[config.mk]
export PLATFORM = sky130hd
export DESIGN_NAME = alu
export DESIGN_NICKNAME = d
export VERILOG_FILES = /design/src/rtl/alu_pkg.sv /design/src/rtl/alu_addsub.sv /design/src/rtl/alu.sv
export SDC_FILE = /design/constraint.sdc
export NUM_CORES = 1
export LEC_CHECK = 0
export CAP_MARGIN = 0
export CELL_PAD_IN_SITES_DETAIL_PLACEMENT = 2
export CELL_PAD_IN_SITES_GLOBAL_PLACEMENT = 2
export CORE_MARGIN = 2
export CORE_UTILIZATION = 32
export CTS_BUF_LIST = sky130_fd_sc_hd__clkbuf_8
export DETAILED_ROUTE_END_ITERATION = 10
export GPL_ROUTABILITY_DRIVEN = 0
export GPL_TIMING_DRIVEN = 0
export PLACE_DENSITY_LB_ADDON = 0.12
export SLEW_MARGIN = 20
export SYNTH_ARGS = -nofsm -noshare
export SYNTH_HDL_FRONTEND = slang
export SYNTH_SLANG_ARGS = --single-unit
export TNS_END_PERCENT = 30
[constraint.sdc]
create_clock -name clk -period 3.1 [get_ports clk]
set_input_delay 0.31 -clock clk [delete_from_list [all_inputs] [get_ports clk]]
set_output_delay 0.31 -clock clk [all_outputs]
set_load 0.03 [all_outputs]
[src/rtl/alu_pkg.sv]
// alu_pkg: opcode encodings shared by the ALU and its users
package alu_pkg;
  localparam int ALU_SEL_W = 3;
  localparam logic [ALU_SEL_W-1:0] OP_ADD = 3'b000;
  localparam logic [ALU_SEL_W-1:0] OP_SUB = 3'b001;
  localparam logic [ALU_SEL_W-1:0] OP_AND = 3'b010;
  localparam logic [ALU_SEL_W-1:0] OP_OR  = 3'b011;
  localparam logic [ALU_SEL_W-1:0] OP_XOR = 3'b100;
  localparam logic [ALU_SEL_W-1:0] OP_NOT = 3'b101;
  localparam logic [ALU_SEL_W-1:0] OP_SHL = 3'b110;
  localparam logic [ALU_SEL_W-1:0] OP_SHR = 3'b111;
endpackage

[src/rtl/alu_addsub.sv]
// alu_addsub: single carry chain adder/subtractor, carry is borrow when subtracting
module alu_addsub #(
  parameter int WIDTH = 4
) (
  input  logic [WIDTH-1:0] a,
  input  logic [WIDTH-1:0] b,
  input  logic             sub,
  output logic [WIDTH-1:0] sum,
  output logic             carry
);
  logic [WIDTH:0] r;
  assign r = {1'b0, a} + {1'b0, b ^ {WIDTH{sub}}} + {{WIDTH{1'b0}}, sub};
  assign sum = r[WIDTH-1:0];
  assign carry = r[WIDTH] ^ sub;
endmodule

[src/rtl/alu.sv]
// alu: registered arithmetic/logic unit with one-cycle latency
module alu
  import alu_pkg::*;
#(
  parameter int WIDTH = 4
) (
  input  logic                 clk,
  input  logic                 rst,
  input  logic [WIDTH-1:0]     A,
  input  logic [WIDTH-1:0]     B,
  input  logic [ALU_SEL_W-1:0] ALU_Sel,
  output logic [WIDTH-1:0]     ALU_Out,
  output logic                 CarryOut
);
  logic [WIDTH-1:0] sum;
  logic             carry;
  logic [WIDTH-1:0] res;
  logic             c;
  alu_addsub #(.WIDTH(WIDTH)) u_addsub (
    .a(A),
    .b(B),
    .sub(ALU_Sel == OP_SUB),
    .sum(sum),
    .carry(carry)
  );
  always_comb begin
    res = '0;
    c = 1'b0;
    case (ALU_Sel)
      OP_ADD, OP_SUB: {c, res} = {carry, sum};
      OP_AND:         res = A & B;
      OP_OR:          res = A | B;
      OP_XOR:         res = A ^ B;
      OP_NOT:         res = ~A;
      OP_SHL:         {c, res} = {A, 1'b0};
      OP_SHR:         {res, c} = {1'b0, A};
      default: begin
        res = '0;
        c = 1'b0;
      end
    endcase
  end
  always_ff @(posedge clk) begin
    if (rst) begin
      ALU_Out <= '0;
      CarryOut <= 1'b0;
    end else begin
      ALU_Out <= res;
      CarryOut <= c;
    end
  end
endmodule

== Yosys cells after proc, flatten, opt, wreduce, memory -nomap -nowiden ==
Cells that the tools add are included.

* Flip-flop bits (word level): 5
* Output and inout port bits: 5
* Input port bits: 13
* Logic and storage cells: 21

* Reductions and logical operators: 2
* Equality and inequality tests: 7
* $add $sub $neg: 2
* Multiplexer cells: 2
* Bitwise logic cells: 6

{| class="wikitable"
|+ Operators with widths
! operator !! number
|-
| case mux 4 bit (7 select lines) || 1
|-
| == test 3 bit (second input constant) || 4
|-
| bitwise XOR 4 bit || 2
|-
| == test 3 x 2 -> 1 bit (second input constant) || 2
|-
| adder 4 x 4 -> 5 bit || 1
|-
| adder 5 x 1 -> 5 bit || 1
|-
| AND 4 bit || 1
|-
| NOT 4 bit || 1
|-
| OR 4 bit || 1
|-
| == test 3 x 1 -> 1 bit (second input constant) || 1
|-
| logical NOT 3 bit || 1
|-
| case mux 1 bit (3 select lines) || 1
|-
| OR reduction 2 bit || 1
|-
| bitwise XOR 1 bit || 1
|}

== Depth between registers and ports, before layout ==
Gate-level depths: netlist of run 1.

* Depth in word-level cells: 6
* Depth in mapped cells: 9
* Depth with buffers taken out: 8

== Hierarchy ==
A second synthesis of run 1 with hierarchy kept.

* Cells, all modules: 89
* Area total of the unflattened synthesis: 758.2 µm²

{| class="wikitable"
|+ By module, submodules not included
! module !! seq. area each (µm²) !! cells an instance !! times used !! area an instance (µm²)
|-
| alu || 100.1 || 67 || 1 || 558.0
|-
| alu_addsub || 0.0 || 22 || 1 || 200.2
|}

== Worst setup path after synthesis of run 1 ==
Ideal clock, no wire load.

* Kind: input to register
* From: input port ALU_Sel[2]
* To: register ALU_Out[3]
* Required time: 3014 ps
* Path buffers: 1
* Arrival time: 1873 ps
* Slack: 1142 ps
* Setup time: 86 ps
* Cell stages on the path: 9
* Path through: inv_1 -> and3_1 -> buf_2 -> xnor2_1 -> ha_1 -> or3_1 -> o221ai_2 -> xor2_1 -> a211oi_1

* Word-level cells in the longest chain between the ends: 5
* Elaborated cells between the ends (all ways): 13
* Classes of those cells: add/sub: 2; eq/ne: 7; mux: 1; bitwise: 1; reduce/logical: 2

{| class="wikitable"
|+ Ends and longest elaborated chain
! what !! RTL line !! source
|-
| from (decl) || alu.sv:11 || <nowiki>input logic [ALU_SEL_W-1:0] ALU_Sel,</nowiki>
|-
| == test 3 x 1 -> 1 bit || alu.sv:22, alu.sv:29 ||
|-
| bitwise XOR 4 bit || alu_addsub.sv:12 || <nowiki>assign r = {1'b0, a} + {1'b0, b ^ {WIDTH{sub}}} + {{WIDTH{1'b0}}, sub};</nowiki>
|-
| adder 4 x 4 -> 5 bit || alu_addsub.sv:12 ||
|-
| adder 5 x 1 -> 5 bit || alu_addsub.sv:12 ||
|-
| case mux 4 bit (7 select lines) (*) || alu.sv:29 || <nowiki>case (ALU_Sel)</nowiki>
|-
| to (signal assigned) || alu.sv:48 || <nowiki>ALU_Out <= res;</nowiki>
|-
| to (decl) || alu.sv:12 || <nowiki>output logic [WIDTH-1:0] ALU_Out,</nowiki>
|}

Every way passes the cells marked *; elsewhere a longest branch is shown, timed or not.
A chain may end at the register's enable or synchronous reset.

== Worst setup path after layout of run 1 ==
Ends and elaborated chain as after synthesis.

==> impl_metrics.csv, run 1 <==
group,metric,value,unit
outcome,status,"finished, final reports clean",
floorplanning,io_pins,18,
global_routing,grt_pass1_wl,3.82,mm
power_and_ir_drop,power_frac_comb,0.419,
power_and_ir_drop,peakVddDrop,192,uV
sta,hold_viol,0,
detailed_routing,wl,2.28,mm
global_routing,grt_pass1_vias,793,
hold_path,hold_end,"ALU_Out[3]",
power_and_ir_drop,p_sw,109,uW
cts,cts.htree.levels,1,
detailed_routing,viasPerCell,5.19,
cts,clk_pin_slew,0.04,ns
hold_path,holdCritStartpoint,"rst",
logic_synthesis,synth.net_count,114,
final_layout,layout_common_cells,"17 x clkdlybuf4s50_1, 13 x ha_1, 12 x inv_1",
logic_synthesis,synth_cell_types,36,
logic_synthesis,syn_avg_cell_area,8.61,sq um
global_routing,track_usage,0.195,
detailed_routing,vias,706,
floorplanning,start_util,0.339,
placed_design,dp_hpwl,1.76,mm
detailed_routing,firstDrtPassIters,4,
global_routing,antenna_found_initial,0,
cts,cts_tree,"done",
final_layout,nets,136,
power_and_ir_drop,p_leak,0.454,nW
cts,cts_made_buffers,3,
hold_path,min-delay-path-class,"in2reg",
cts,cts_resized,0,
run,maxCapViolCount,0,
sta,rsz0062_at_grt,"false",
global_routing,grt.overflow.total,0,
sta,post-route-min-period,2.81,ns
final_layout,multi_input_area,573,sq um
sta,worstMarginPinSlew,0.399,ns
final_layout,n_fill_cell,251,
critical_path,max_stage_delay,0.65,ns
power_and_ir_drop,p_seq_frac,0.217,
critical_path,path_class,"in2reg",
logic_synthesis,ys_warn_count,0,
critical_path,cp_cell_sequence,"clkdlybuf4s50_1, inv_1, and3_1, buf_2, xnor2_1, ha_1, or3_1, o221ai_2, xor2_1, a211oi_1",
cts,cts_buffer_depth,2,
detailed_routing,post-route-drc-count,0,
final_layout,syn_to_final_growth,33.4,%
sta,max_freq,356,MHz
final_layout,layout_commonest_cell,"clkdlybuf4s50_1",
sta,tns,0,ns
hold_path,hold_depth,2,
detailed_routing,drt_iter0_drc,3,
detailed_routing,wl_per_cell,16.8,microns
critical_path,crit_fanout,5,
floorplanning,die_w,52.4,microns
sta,slew_viol_final,0,
critical_path,start_kind,"input pin",
cts,clock-sinks,5,
detailed_routing,drtAntennaViolNets,0,
logic_synthesis,synth_seq_cells,5,
placed_design,port_buffers,17,
critical_path,path_buf_inv,3,
logic_synthesis,syn_area,749,sq um
floorplanning,die_h,52.4,microns
final_layout,post_route_cells_drive_above_1_share,0.130,
logic_synthesis,synthCells,87,
critical_path,critical_path.slowest_cell,"clkdlybuf4s50_1",
floorplanning,fp.coreArea,2210,sq um
power_and_ir_drop,clkPwrFrac,0.364,
logic_synthesis,seq_area_frac_synth,0.134,
sta,fin_crit_sh,0.906,
final_layout,regArea,100,sq um
critical_path,critPathCaptureType,"register",
cts,postCtsHoldBufs,0,
cts,post-cts-setup-buffers,0,
sta,slew-limit-headroom,0.727,
cts,root_buffer,"clkbuf_8",
floorplanning,fp-row-count,17,
critical_path,required,3.23,ns
power_and_ir_drop,pwr_density_cell,330,nW/um^2
floorplanning,die_area,2750,sq um
global_routing,grt_max_degree,11,
sta,timing.final.ws_setup,0.293,ns
final_layout,antenna_cells,0,
sta,setup_viol,0,
placed_design,post-place-ws,0.0734,ns
power_and_ir_drop,swShare,0.330,
critical_path,cpLargestDelayFamily,"buffers and inverters",
critical_path,cp_data_arrival_time,2.93,ns
power_and_ir_drop,intPower,221,uW
[worst max path at each step]
| stage | from | endpoint | depth (start not counted) |
|---|---|---|---|
| global route | ALU_Sel[2] | ALU_Out[3] | 10 |
| global placement | ALU_Sel[2] | ALU_Out[3] | 10 |
| finish | ALU_Sel[2] | ALU_Out[3] | 10 |
| floorplan | ALU_Sel[2] | ALU_Out[3] | 9 |
| detailed placement | ALU_Sel[2] | ALU_Out[3] | 10 |
| CTS | ALU_Sel[2] | ALU_Out[3] | 10 |
[final cells by class]
class / instances / share of cell area
clock inverter: 1 / 0.00375
inverter: 11 / 0.0413
sequential: 5 / 0.100
timing repair buffer: 17 / 0.170
buffer: 5 / 0.0350
clock buffer: 3 / 0.0413
tap: 28 / 0.0350
multi-input combinational: 66 / 0.573
[flip-flops by register name, summed over array words and instances, names as in the netlist]
signal and cells:
ALU_Out 4, CarryOut 1
[per-stage QoR]
step                      area [sq um]  hold slack, ns  std cells  utilization  total power [mW]
after floorplan                    749           0.383         87            -             0.157
after global placement             955            1.09        132        0.432             0.206
after detailed placement           955            1.09        132        0.432             0.211
after CTS                         1000           0.859        136        0.452             0.335
after global routing              1000           0.879        136        0.452             0.352
final                             1000           0.851        136        0.452             0.330
[cell usage after synthesis]
master      n  area share
a2111oi_0   1       0.012
a211o_1     1       0.012
a211oi_1    2       0.020
a21boi_0    1       0.010
a21o_1      1       0.010
a21o_2      1       0.012
a21oi_1     4       0.027
a221oi_1    3       0.035
a31oi_1     1      0.0084
and2b_2     1       0.012
and3_1      1      0.0084
buf_2       1      0.0067
buf_6       2       0.030
clkbuf_1    2       0.010
dfxtp_1     5        0.13
fa_1        1       0.027
ha_1       13        0.22
inv_1      11       0.055
mux2_2      2       0.030
mux2_4      1       0.020
mux2i_1     1       0.013
nand2_1     4       0.020
nand2b_1    2       0.017
nand3b_1    1       0.010
nand4_1     1      0.0084
nor2_1      2       0.010
nor4b_4     1       0.032
o211ai_1    1       0.010
o21a_1      1       0.010
o21ai_0     8       0.053
o221ai_2    1       0.020
o41ai_1     1       0.012
or3_1       1      0.0084
or3b_2      1       0.012
xnor2_1     4       0.047
xor2_1      2       0.023
[logic make-up (layout without fill, tap and decap cells)]
logic type,count (synthesis),after routing,synth area share
adders and majority gates,14,14,0.244
buffers and inverters,16,37,0.102
and+or+nand+nor,15,15,0.137
muxes,4,4,0.0634
AOI/OAI and AO/OA,27,27,0.250
xor gates and xnor gates,6,6,0.0701
DFF,5,5,0.134
[per-layer routing]
metal	up-vias	wire (microns)	global-route usage
met5	-	0	0
met4	0	23	0.0812
met3	4	65	0.0229
met2	15	1240	0.360
met1	333	950	0.222
li1	354	-	-
[power by group through the flow]
stage	combinational, mW	clock [mW]	sequential [mW]
CTS	0.141	0.122	0.0718
global placement	0.133	0	0.0727
detailed placement	0.139	0	0.0727
floorplan	0.0722	0	0.0844
global route	0.154	0.126	0.0719
finish	0.138	0.120	0.0717
No activity file was read; power rests on OpenSTA's default activity.
==> run 2: changes to the inputs <==
--- a/config.mk
+++ b/config.mk
@@ -15,6 +15,7 @@
 export GPL_ROUTABILITY_DRIVEN = 0
 export GPL_TIMING_DRIVEN = 0
 export PLACE_DENSITY_LB_ADDON = 0.12
+export SETUP_SLACK_MARGIN = 0.2
 export SLEW_MARGIN = 20
 export SYNTH_ARGS = -nofsm -noshare
 export SYNTH_HDL_FRONTEND = slang
==> run 2 against run 1 <==
Hold slack did not move. Total power rose by 0.34%. Via count did not move. Critical path type unchanged. Clock power barely moved.
==> impl_metrics.csv, run 2 (synthesis gave the netlist of run 1 again) <==
group,metric,value,unit
outcome,status,"finished, final reports clean",
detailed_routing,drt_iter0_drc,3,
global_routing,grt_pass1_wl,3.82,mm
power_and_ir_drop,swShare,0.331,
global_routing,grt_max_degree,11,
power_and_ir_drop,intPower,221,uW
cts,post-cts-setup-buffers,0,
floorplanning,die_w,52.4,microns
cts,clk_pin_slew,0.04,ns
global_routing,grt.overflow.total,0,
detailed_routing,wl,2.28,mm
power_and_ir_drop,power_frac_comb,0.421,
critical_path,critPathCaptureType,"register",
cts,cts_tree,"done",
detailed_routing,firstDrtPassIters,4,
sta,tns,0,ns
sta,setup_viol,0,
run,maxCapViolCount,0,
detailed_routing,drtAntennaViolNets,0,
final_layout,utilization,0.455,
hold_path,min-delay-path-class,"in2reg",
detailed_routing,vias,706,
floorplanning,die_area,2750,sq um
sta,worstMarginPinSlew,0.399,ns
cts,cts_made_buffers,3,
cts,root_buffer,"clkbuf_8",
global_routing,grt_pass1_vias,793,
floorplanning,die_h,52.4,microns
floorplanning,fp.coreArea,2210,sq um
power_and_ir_drop,power.total,331,uW
floorplanning,io_pins,18,
power_and_ir_drop,peakVddDrop,193,uV
critical_path,required,3.20,ns
sta,slew-limit-headroom,0.727,
cts,cts_buffer_depth,2,
final_layout,antenna_cells,0,
placed_design,dpl.cell_count,132,
final_layout,largest_reg_flops,4,
floorplanning,fp-row-count,17,
detailed_routing,wl_per_cell,16.8,microns
power_and_ir_drop,p_sw,109,uW
critical_path,start_kind,"input pin",
final_layout,nets,136,
critical_path,crit_fanout,5,
final_layout,layout_commonest_cell,"clkdlybuf4s50_1",
critical_path,cp_data_arrival_time,2.84,ns
critical_path,crit_end,"CarryOut",
placed_design,port_buffers,17,
detailed_routing,post-route-drc-count,0,
sta,rsz0062_at_grt,"true",
sta,hold_viol,0,
global_routing,antenna_found_initial,0,
cts,clock-sinks,5,
critical_path,crit_start,"ALU_Sel[2]",
sta,fin_crit_sh,0.885,
final_layout,layout_common_cells,"17 x clkdlybuf4s50_1, 13 x ha_1, 12 x inv_1",
critical_path,path_class,"in2reg",
final_layout,largestRegisters,"ALU_Out x4, CarryOut x1",
detailed_routing,viasPerCell,5.19,
placed_design,dp_hpwl,1.76,mm
cts,cts.htree.levels,1,
power_and_ir_drop,pwr_density_cell,328,nW/um^2
global_routing,track_usage,0.195,
final_layout,syn_to_final_growth,34.4,%
sta,max_freq,364,MHz
sta,slew_viol_final,0,
sta,holdWs,0.851,ns
final_layout,post_route_cells_drive_above_1_share,0.139,
final_layout,instances_no_fill,136,
power_and_ir_drop,clkPwrFrac,0.363,
power_and_ir_drop,p_leak,0.459,nW
final_layout,regMostFlops,"ALU_Out",
power_and_ir_drop,p_seq_frac,0.217,
sta,post-route-min-period,2.74,ns
floorplanning,start_util,0.339,
run 2: final cells by class:
class | instances | area (sq um)
Buffer | 5 | 35.0
Clock buffer | 3 | 41.3
Clock inverter | 1 | 3.75
Fill cell | 251 | 1200
Inverter | 11 | 41.3
Multi-Input combinational cell | 66 | 581
Sequential cell | 5 | 100
Tap cell | 28 | 35.0
Timing Repair Buffer | 17 | 170
run 2: per-layer routing:
metal,routed length [microns],vias up,track usage,share of wire
met1,951,333,0.222,0.42
met2,1240,15,0.360,0.54
met3,65,4,0.0229,0.028
li1,-,354,-,-
met4,23,0,0.0812,0.010
met5,0,-,0,0
run 2: power by group through the flow:
stage | clock [mW] | combinational [mW] | sequential (mW)
2_1_floorplan | 0 | 0.0722 | 0.0844
3_3_place_gp | 0 | 0.133 | 0.0727
3_5_place_dp | 0 | 0.139 | 0.0727
4_1_cts | 0.122 | 0.141 | 0.0718
5_1_grt | 0.126 | 0.155 | 0.0719
6_report | 0.120 | 0.139 | 0.0717
run 2: worst max-delay path, stage by stage:
cell and delay (ns):
clkdlybuf4s50_1 0.65, inv_1 0.18, and3_1 0.23, buf_2 0.16, xnor2_2 0.17, fa_1 0.44, a21o_1 0.18, a21oi_1 0.18
xor2_1 0.21, o21ai_0 0.12
run 2: how the worst min path moves through the flow:
stage | start | depth (start not counted) | slack (ns) | endpoint
2_1_floorplan | rst | 1 | 0.38 | ALU_Out[3]
3_3_place_gp | rst | 2 | 1.09 | ALU_Out[3]
3_5_place_dp | rst | 2 | 1.09 | ALU_Out[3]
4_1_cts | rst | 2 | 0.86 | ALU_Out[3]
5_1_grt | rst | 2 | 0.88 | ALU_Out[3]
6_report | rst | 2 | 0.85 | ALU_Out[3]
run 2: what timing repair did:
item	4_1_cts	5_1_grt
resized for setup	0	1
hold buffers	0	0
endpoints found under the setup margin	0	2
endpoints found under the hold margin	0	0
run 2: metrics by stage:
step | setup slack, ns | area [sq um]
finish | 0.356 | 1010
global route | 0.183 | 1010
CTS | 0.237 | 1000
detailed placement | 0.0734 | 955
global placement | 0.125 | 955
floorplan | 1.14 | 749
==> run 3: changes to the inputs <==
--- a/config.mk
+++ b/config.mk
@@ -9,8 +9,8 @@
 export CELL_PAD_IN_SITES_DETAIL_PLACEMENT = 2
 export CELL_PAD_IN_SITES_GLOBAL_PLACEMENT = 2
 export CORE_MARGIN = 2
-export CORE_UTILIZATION = 32
-export CTS_BUF_LIST = sky130_fd_sc_hd__clkbuf_8
+export CORE_UTILIZATION = 30
+export CTS_BUF_LIST = sky130_fd_sc_hd__clkbuf_4 sky130_fd_sc_hd__clkbuf_8 sky130_fd_sc_hd__clkbuf_16
 export DETAILED_ROUTE_END_ITERATION = 10
 export GPL_ROUTABILITY_DRIVEN = 0
 export GPL_TIMING_DRIVEN = 0
==> run 3 against run 2 <==
Sequential share of layout area grew 0.20 points. Worst setup slack gained 0.016 ns. Clock-buffer cell count grew 1. Flip-flop and latch count is the same. Critical endpoint is now ALU_Out[3]. Largest cell class unchanged. Highest routed layer unchanged.
==> impl_metrics.csv, run 3 (synthesis gave the netlist of run 1 again) <==
group,metric,value,unit
global_routing,antenna_found_initial,0,
floorplanning,die_h,54.0,microns
detailed_routing,post-route-drc-count,0,
sta,setup_viol,0,
detailed_routing,wl_met2,1.05,mm
critical_path,start_kind,"input pin",
sta,fin_crit_sh,0.880,
final_layout,layout_commonest_cell,"clkdlybuf4s50_1",
floorplanning,fp.coreArea,2430,sq um
final_layout,regArea,100,sq um
run,maxCapViolCount,0,
detailed_routing,drtAntennaViolNets,0,
final_layout,largest_reg_flops,4,
final_layout,post_route_cells_drive_above_1_share,0.139,
final_layout,nets,136,
final_layout,antenna_cells,0,
critical_path,cp_data_arrival_time,2.86,ns
final_layout,n_fill_cell,296,
global_routing,grt_max_degree,11,
sta,post-route-min-period,2.73,ns
placed_design,placed_cell_area,957,sq um
sta,slew_viol_final,0,
global_routing,track_usage,0.167,
critical_path,critPathCaptureType,"register",
final_layout,syn_to_final_growth,31.7,%
final_layout,largestRegisters,"ALU_Out x4, CarryOut x1",
cts,root_buffer,"clkbuf_4",
cts,cts_resized,0,
floorplanning,io_pins,18,
cts,cts.htree.levels,1,
power_and_ir_drop,peakVddDrop,171,uV
power_and_ir_drop,pwr_density_cell,296,nW/um^2
global_routing,grt_pass1_wl,3.45,mm
hold_path,min-delay-path-class,"in2reg",
final_layout,layout_common_cells,"17 x clkdlybuf4s50_1, 13 x ha_1, 11 x inv_1",
cts,post-cts-setup-buffers,0,
critical_path,path_class,"in2reg",
cts,clock-sinks,5,
sta,rsz0062_at_grt,"false",
cts,postCtsHoldBufs,0,
detailed_routing,wl_met1,1.02,mm
cts,clk_pin_slew,0.04,ns
detailed_routing,wl_per_cell,15.6,microns
detailed_routing,wl,2.15,mm
floorplanning,fp-row-count,18,
cts,cts_made_buffers,3,
sta,tns,0,ns
placed_design,dpl.cell_count,134,
cts,cts_tree,"done",
global_routing,grt_pass1_vias,749,
global_routing,grt.overflow.total,0,
detailed_routing,vias,706,
power_and_ir_drop,p_leak,0.446,nW
critical_path,crit_fanout,5,
sta,holdWs,0.836,ns
detailed_routing,highest_layer,"met4",
critical_path,required,3.24,ns
cts,cts_buffer_depth,2,
final_layout,regMostFlops,"ALU_Out",
final_layout,multi_input_area,573,sq um
detailed_routing,firstDrtPassIters,2,
placed_design,dp_hpwl,1.77,mm
final_layout,instances_no_fill,138,
sta,max_freq,367,MHz
outcome,status,"finished, final reports clean",
final_layout,finalInstanceArea,987,sq um
final_layout,utilization,0.406,
placed_design,port_buffers,17,
detailed_routing,drt_iter0_drc,2,
floorplanning,die_area,2910,sq um
detailed_routing,wl_met3,50,microns
floorplanning,start_util,0.308,
detailed_routing,viasPerCell,5.12,
floorplanning,die_w,54.0,microns
sta,worstMarginPinSlew,0.421,ns
sta,hold_viol,0,
sta,slew-limit-headroom,0.719,
==> run 3: worst paths after layout <==
kind | from | endpoint | slack (ns) | cells past startpoint
min | rst | ALU_Out[3] | 0.84 | 2
max | ALU_Sel[2] | ALU_Out[3] | 0.37 | 10
==> run 3: area by class of cell <==
| type | count | area share |
|---|---|---|
| clock buffers | 4 | 0.0304 |
| flip-flops and latches | 5 | 0.101 |
| well taps | 30 | 0.0380 |
| repair buffers | 17 | 0.172 |
| multi-input cells | 66 | 0.580 |
| inverters | 11 | 0.0418 |
| plain buffers | 5 | 0.0355 |
==> run 3: worst max-delay path, stage by stage <==
cell	delay (ns)
clkdlybuf4s50_1	0.63
inv_1	0.16
and3_1	0.21
buf_2	0.16
xnor2_1	0.27
ha_1	0.28
or3_1	0.36
o221ai_2	0.08
xor2_1	0.09
a211oi_1	0.30
==> run 3: through the flow <==
stage                     worst slack, ns  power [mW]
final                               0.372       0.292
after global routing                0.218       0.316
after CTS                           0.353       0.298
after detailed placement            0.120       0.212
after global placement              0.167       0.207
after floorplan                      1.14       0.157
==> run 3: power breakdown <==
| part | internal (mW) | total [mW] | switching (mW) |
|---|---|---|---|
| logic | 0.0652 | 0.137 | 0.0718 |
| registers | 0.0703 | 0.0716 | 0.00130 |
| clock network | 0.0573 | 0.0832 | 0.0259 |
==> run 3: routing by layer <==
metal	track usage	vias up
li1	-	353
met5	0	-
met4	0.0750	0
met1	0.209	337
met3	0.00833	4
met2	0.293	12
